### config.mk
export PLATFORM = sky130hd
export DESIGN_NAME = result_bcd_display_flat
export DESIGN_NICKNAME = d
export VERILOG_FILES = /design/src/rtl/result_bcd_display_if.sv /design/src/rtl/result_bcd_display.sv /design/src/flat_wrapper.sv
export SDC_FILE = /design/constraint.sdc
export NUM_CORES = 1
export LEC_CHECK = 0
export ABC_CLOCK_PERIOD_IN_PS = 4950
export BUFFER_PORTS_ARGS = -buffer_cell sky130_fd_sc_hd__buf_2
export CAP_MARGIN = 25
export CORE_UTILIZATION = 45
export CTS_CLUSTER_DIAMETER = 80
export DETAILED_ROUTE_END_ITERATION = 10
export GPL_ROUTABILITY_DRIVEN = 0
export HOLD_SLACK_MARGIN = 0.02
export PLACE_DENSITY = 0.71
export SYNTH_ARGS = -nofsm -noshare
export SYNTH_HDL_FRONTEND = slang
export SYNTH_SLANG_ARGS = --single-unit
export TNS_END_PERCENT = 20
### constraint.sdc
create_clock -name Clock -period 4.95 [get_ports Clock]
set_input_delay 1.485 -clock Clock [delete_from_list [all_inputs] [get_ports Clock]]
set_output_delay 1.485 -clock Clock [all_outputs]
set_load 0.05 [all_outputs]
### src/rtl/result_bcd_display_if.sv
`default_nettype none
// ============================================================================
// Module   : result_bcd_display_if
// Brief    : Result-stage bus toward the BCD display block: capture/next
//            strobes in, seven-segment digits and buffer status out.
// Revision : 1.0 - initial release
// ============================================================================
interface result_bcd_display_if #(
  parameter int DATA_W = 8,
  parameter int DEPTH  = 4
);
  logic                     ResultValid;
  logic [DATA_W-1:0]        DataResult;
  logic                     Next;
  logic [6:0]               HEX0;
  logic [6:0]               HEX1;
  logic [6:0]               HEX2;
  logic [$clog2(DEPTH):0]   Count;
  logic                     Overflow;
  logic                     Busy;

  // Upstream / stimulus side
  modport master (
    output ResultValid, DataResult, Next,
    input  HEX0, HEX1, HEX2, Count, Overflow, Busy
  );

  // Display block side
  modport slave (
    input  ResultValid, DataResult, Next,
    output HEX0, HEX1, HEX2, Count, Overflow, Busy
  );
endinterface
`default_nettype wire

### src/rtl/result_bcd_display.sv
`default_nettype none
// ============================================================================
// Module   : result_bcd_display
// Brief    : Buffers rising-edge captures of DataResult in a circular FIFO,
//            converts the oldest entry to three BCD digits with a serial
//            shift-add-3 engine and drives three active-low 7-seg digits.
// Revision : 1.0 - initial release
// ============================================================================
module result_bcd_display #(
  parameter int DATA_W = 8,
  parameter int DEPTH  = 4
) (
  input  wire logic              Clock,
  input  wire logic              Resetn,
  result_bcd_display_if.slave    bus
);

  localparam int         c_PTR_W = $clog2(DEPTH);
  localparam int         c_CNT_W = $clog2(DEPTH) + 1;
  localparam int         c_CYC_W = $clog2(DATA_W + 1);
  localparam logic [6:0] c_BLANK = 7'h7F;

  typedef enum logic [1:0] {
    S_IDLE  = 2'd0,
    S_LOAD  = 2'd1,
    S_SHIFT = 2'd2,
    S_DONE  = 2'd3
  } state_t;

  logic                r_rv_q;
  logic                r_nx_q;
  logic [DATA_W-1:0]   r_mem [DEPTH];
  logic [c_PTR_W-1:0]  r_wr_ptr;
  logic [c_PTR_W-1:0]  r_rd_ptr;
  logic [c_CNT_W-1:0]  r_count;
  logic                r_overflow;
  logic                r_head_chg;
  logic                r_pending;
  state_t              r_state;
  state_t              w_state_nxt;
  logic                w_pending_nxt;
  logic [DATA_W-1:0]   r_sh;
  logic [11:0]         r_bcd;
  logic [11:0]         w_bcd_adj;
  logic [c_CYC_W-1:0]  r_cnt;
  logic [6:0]          r_hex0;
  logic [6:0]          r_hex1;
  logic [6:0]          r_hex2;

  logic w_cap;
  logic w_pop;
  logic w_empty;
  logic w_full;
  logic w_blank;
  logic w_head_upd;

  function automatic logic [3:0] add3(input logic [3:0] n);
    return (n >= 4'd5) ? n + 4'd3 : n;
  endfunction

  // Out-of-range codes cannot come out of a valid conversion; show blank
  function automatic logic [6:0] seg7(input logic [3:0] d);
    case (d)
      4'd0:    return 7'h40;
      4'd1:    return 7'h79;
      4'd2:    return 7'h24;
      4'd3:    return 7'h30;
      4'd4:    return 7'h19;
      4'd5:    return 7'h12;
      4'd6:    return 7'h02;
      4'd7:    return 7'h78;
      4'd8:    return 7'h00;
      4'd9:    return 7'h10;
      default: return c_BLANK;
    endcase
  endfunction

  assign w_empty = (r_count == '0);
  assign w_full  = (r_count == c_CNT_W'(DEPTH));
  assign w_cap   = bus.ResultValid & ~r_rv_q;
  assign w_pop   = bus.Next & ~r_nx_q & ~w_empty;
  // Popping the last entry with no capture alongside empties the buffer
  assign w_blank = w_pop & ~w_cap & (r_count == c_CNT_W'(1));
  // The head slot or head pointer moves; an emptying pop blanks instead
  assign w_head_upd = (w_pop | (w_cap & (w_empty | w_full))) & ~w_blank;

  assign w_bcd_adj = {add3(r_bcd[11:8]), add3(r_bcd[7:4]), add3(r_bcd[3:0])};

  // Registered copies of the level inputs for rising-edge detection
  always_ff @(posedge Clock or negedge Resetn) begin
    if (!Resetn) begin
      r_rv_q <= 1'b0;
      r_nx_q <= 1'b0;
    end else begin
      r_rv_q <= bus.ResultValid;
      r_nx_q <= bus.Next;
    end
  end

  // Buffer storage; contents are only meaningful behind the pointers
  always_ff @(posedge Clock) begin
    if (w_cap) r_mem[r_wr_ptr] <= bus.DataResult;
  end

  // Pointers, occupancy, sticky overflow and the head-change strobe
  always_ff @(posedge Clock or negedge Resetn) begin
    if (!Resetn) begin
      r_wr_ptr   <= '0;
      r_rd_ptr   <= '0;
      r_count    <= '0;
      r_overflow <= 1'b0;
      r_head_chg <= 1'b0;
    end else begin
      r_head_chg <= w_head_upd;
      if (w_cap) r_wr_ptr <= r_wr_ptr + c_PTR_W'(1);
      if (w_pop || (w_cap && w_full)) r_rd_ptr <= r_rd_ptr + c_PTR_W'(1);
      if (w_cap && !w_pop && !w_full) r_count <= r_count + c_CNT_W'(1);
      else if (w_pop && !w_cap)       r_count <= r_count - c_CNT_W'(1);
      if (w_cap && !w_pop && w_full)  r_overflow <= 1'b1;
    end
  end

  // Conversion FSM state and pending flag
  always_ff @(posedge Clock or negedge Resetn) begin
    if (!Resetn) begin
      r_state   <= S_IDLE;
      r_pending <= 1'b0;
    end else begin
      r_state   <= w_state_nxt;
      r_pending <= w_pending_nxt;
    end
  end

  // Next state; a head change seen mid-conversion is remembered as pending
  always_comb begin
    w_state_nxt   = r_state;
    w_pending_nxt = r_pending;
    if ((r_state != S_IDLE) && r_head_chg) w_pending_nxt = 1'b1;
    case (r_state)
      S_IDLE: begin
        if (r_head_chg || r_pending) begin
          w_state_nxt   = S_LOAD;
          w_pending_nxt = 1'b0;
        end
      end
      S_LOAD:  w_state_nxt = S_SHIFT;
      S_SHIFT: if (r_cnt == c_CYC_W'(1)) w_state_nxt = S_DONE;
      S_DONE: begin
        if (r_head_chg || r_pending) begin
          w_state_nxt   = S_LOAD;
          w_pending_nxt = 1'b0;
        end else begin
          w_state_nxt   = S_IDLE;
        end
      end
      default: w_state_nxt = S_IDLE;
    endcase
    // Emptying the buffer abandons any conversion in flight
    if (w_blank) begin
      w_state_nxt   = S_IDLE;
      w_pending_nxt = 1'b0;
    end
  end

  // Shift-add-3 datapath and digit registers
  always_ff @(posedge Clock or negedge Resetn) begin
    if (!Resetn) begin
      r_sh   <= '0;
      r_bcd  <= '0;
      r_cnt  <= '0;
      r_hex0 <= c_BLANK;
      r_hex1 <= c_BLANK;
      r_hex2 <= c_BLANK;
    end else if (w_blank) begin
      r_hex0 <= c_BLANK;
      r_hex1 <= c_BLANK;
      r_hex2 <= c_BLANK;
    end else begin
      case (r_state)
        S_LOAD: begin
          r_sh  <= r_mem[r_rd_ptr];
          r_bcd <= '0;
          r_cnt <= c_CYC_W'(DATA_W);
        end
        S_SHIFT: begin
          {r_bcd, r_sh} <= {w_bcd_adj, r_sh} << 1;
          r_cnt         <= r_cnt - c_CYC_W'(1);
        end
        S_DONE: begin
          r_hex0 <= seg7(r_bcd[3:0]);
          r_hex1 <= seg7(r_bcd[7:4]);
          r_hex2 <= seg7(r_bcd[11:8]);
        end
        default: ;
      endcase
    end
  end

  assign bus.HEX0     = r_hex0;
  assign bus.HEX1     = r_hex1;
  assign bus.HEX2     = r_hex2;
  assign bus.Count    = r_count;
  assign bus.Overflow = r_overflow;
  assign bus.Busy     = (r_state != S_IDLE);

endmodule
`default_nettype wire

### src/flat_wrapper.sv
// flat-port wrapper written by rule: the top's interface ports become plain ports
module result_bcd_display_flat 
#(
  parameter int DATA_W = 8,
  parameter int DEPTH  = 4
)
  (Clock, Resetn, bus_ResultValid, bus_DataResult, bus_Next, bus_HEX0, bus_HEX1, bus_HEX2, bus_Count, bus_Overflow, bus_Busy);
  result_bcd_display_if #(.DATA_W(DATA_W), .DEPTH(DEPTH)) bus_i ();
  input  wire logic Clock;
  input  wire logic Resetn;
  input wire logic [$bits(bus_i.ResultValid)-1:0] bus_ResultValid;
  input wire logic [$bits(bus_i.DataResult)-1:0] bus_DataResult;
  input wire logic [$bits(bus_i.Next)-1:0] bus_Next;
  output wire logic [$bits(bus_i.HEX0)-1:0] bus_HEX0;
  output wire logic [$bits(bus_i.HEX1)-1:0] bus_HEX1;
  output wire logic [$bits(bus_i.HEX2)-1:0] bus_HEX2;
  output wire logic [$bits(bus_i.Count)-1:0] bus_Count;
  output wire logic [$bits(bus_i.Overflow)-1:0] bus_Overflow;
  output wire logic [$bits(bus_i.Busy)-1:0] bus_Busy;
  assign bus_i.ResultValid = bus_ResultValid;
  assign bus_i.DataResult = bus_DataResult;
  assign bus_i.Next = bus_Next;
  assign bus_HEX0 = bus_i.HEX0;
  assign bus_HEX1 = bus_i.HEX1;
  assign bus_HEX2 = bus_i.HEX2;
  assign bus_Count = bus_i.Count;
  assign bus_Overflow = bus_i.Overflow;
  assign bus_Busy = bus_i.Busy;
  result_bcd_display #(.DATA_W(DATA_W), .DEPTH(DEPTH)) u_core (.Clock(Clock), .Resetn(Resetn), .bus(bus_i));
endmodule
==> metrics.txt <==
Yosys top cell area share=20.8%; number of synthesized register bits=91; vias per cell=5.34; number of global-route vias before repair=3,000; H-tree Lvls=3; initial antenna violation count=0; die height=103 µm; Peak VDD IR=0.279 mV; kind of critical path=in -> reg; Core Box Area=9860 µm²; number of cells produced by synthesis=418; clk buf depth=2; met2 Use GR=28.6%; reg-to-reg startpoint=u_core.bus.Count[1]; Die X=103 µm; crit path DAT=3.25 ns; final core occ=51.7%; number of synthesized flops with an enable pin=32; GRT Max-Usage Layer=met2; Port Buffers=37; Unique masters post-synth=54; most frequent cell after synthesis=nor2_1; Commonest cells post-synth=nor2_1, dfrtp_1, edfxtp_1; DRT iter0 DRCs=83; largest net degree at the start of global routing=33; Worst-Margin Slew=0.946 ns; Initial Util=46.7%; post-layout min period=2.97 ns; CP startpoint=bus_ResultValid; total CTS buffers=9; Row Count=36; clock root buffer master=clkbuf_8; final WL=8220 µm; max_cap viols=0; Clk Latency, worst-skew pair=0.36 ns; top_reg_cell synth=dfrtp_1; fraction of layout cells with a size suffix above 1=20.2%; Hold Fails Final Rpt=0; Setup violations, final=0; DP Area=4900 µm²; Clock Skew=0.0113 ns; Worst Path Required=5.22 ns; clk sinks=91; setup_tns=0 ns; max-slew violations=0; met1 Usage GRT=22.5%; GRT Total Usage=17.1%; num ports=38; fin crit share=60.0%; fillers=888; crit path max fanout=25; setup slack at placement=1.63 ns; final setup margin=1.98 ns; Clock Pin Slew Worst Setup and Hold Paths=0.10 ns; first-pass iteration count of the detailed router=4; cells on worst reg2reg path=6; RSZ-0062 raised after global routing=false; ANT nets after route=0; R2R Path End=u_core.r_bcd[1]; final instance area=5100 µm²; syn nets=458; Leak=2.08 nW; post-DP HPWL=5850 µm; asr flop ratio synth=64.8%; hold-fix buffers at CTS=0; NumNets Final=490; Critical Path Sink=u_core.r_bcd[1]; CP Capture Type=flop; crit start category=input pin; sequential fraction of the synthesis area=53.4%; Wirelength per Cell=14.0 µm; status=finished, final reports clean; vias post-DR=3,138; setup bufs post-CTS=0; Fmax achieved=337 MHz; type of the tightest min-delay check=reg -> reg; min-delay src=u_core.bus.Overflow; Ys Warns=0; Area growth syn-to-layout=10.6%; grt met3 use=3.70%; Ant. Diodes=0; gr ovfl total=0; hold_ws=0.476 ns; PD cells=622 nW/µm²; Slew HR=37.0%; Synth area leaders=edfxtp_1, dfrtp_1, dfstp_2, ha_1, mux2i_1; Post-CTS Resized=0; CTS tree=done; drt drc=0; syn avg cell area=11.0 µm²; Post-Synthesis Cell Area=4610 µm²; flop2flop setup slack=2.42 ns; first-pass GRT wire length=14,100 µm; die area=10,700 µm²; area leader, netlist=edfxtp_1
[worst max-delay path, stage by stage]
cell and delay, ns:
buf_2 0.11, nor2b_1 0.13, buf_4 0.20, o31a_1 0.79
nand2_1 0.32, o22ai_1 0.21
[cell type report]
| cell class | instances | area, µm² | area share, % |
|---|---|---|---|
| timing repair buffer | 41 | 219 | 4.29 |
| clock inverter | 7 | 76.3 | 1.50 |
| multi-input combinational | 284 | 1960 | 38.5 |
| inverter | 23 | 86.3 | 1.69 |
| clock buffer | 9 | 124 | 2.43 |
| sequential | 91 | 2460 | 48.3 |
| tap | 133 | 166 | 3.26 |
[cells in the final DEF, fill, tap and decap left out, types with 4 or more instances in the layout]
cell and n:
nor2_1 44, dfrtp_1 38, buf_2 37, edfxtp_1 32, ha_1 28, nand2_1 26
inv_1 22, a21oi_1 22, o21ai_0 21, dfstp_2 21, mux2i_1 17, nand2b_1 13
nor3_1 13, o22a_1 10, clkbuf_8 9, and2_1 8, a2111oi_0 8, nand3_1 7
xnor2_1 6, o22ai_1 6, o31ai_1 5, nor3b_1 4, o211ai_1 4
[cells by family after synthesis]
| kind of cell | Yosys count | synth area share, % |
|---|---|---|
| compound gates | 98 | 14.8 |
| xor+xnor | 7 | 1.33 |
| fa+ha+maj | 28 | 7.60 |
| buf+inv | 43 | 4.04 |
| flops | 91 | 53.4 |
| mux | 21 | 4.91 |
| simple gates | 130 | 13.9 |
[sequential cells by signal, indices dropped and copies added, names as in the netlist, 3 cells and up]
name	count
u_core.bus.Count	3
u_core.bus.HEX0	7
u_core.bus.HEX1	7
u_core.bus.HEX2	7
u_core.r_bcd	12
u_core.r_cnt	4
u_core.r_mem	32
u_core.r_sh	8
[where the power goes]
| group | internal [mW] | switching [mW] | total, mW |
|---|---|---|---|
| logic | 0.482 | 0.963 | 1.44 |
| registers | 1.05 | 0.170 | 1.22 |
| clock network | 0.235 | 0.267 | 0.502 |
| total | 1.77 | 1.40 | 3.17 |
[stage by stage]
step / total power, mW / std cells
2_1_floorplan: 2.40 / 418
3_3_place_gp: 2.64 / 571
3_5_place_dp: 2.70 / 572
4_1_cts: 3.20 / 588
5_1_grt: 3.41 / 588
6_report: 3.17 / 588
[routing by layer]
metal / wire, µm / vias up
li1: - / 1566
met1: 3880 / 1510
met2: 4000 / 53
met3: 247 / 9
met4: 99 / 0
met5: 0 / -
[how the worst min path moves through the flow]
stage | cells after the start | end | slack, ns
2_1_floorplan | 2 | u_core.r_sh[0] | 0.45
3_3_place_gp | 1 | u_core.bus.Overflow | 0.45
3_5_place_dp | 1 | u_core.bus.Overflow | 0.46
4_1_cts | 1 | u_core.bus.Overflow | 0.48
5_1_grt | 1 | u_core.bus.Overflow | 0.51
6_report | 1 | u_core.bus.Overflow | 0.48
(Power assumes the default switching activity.)
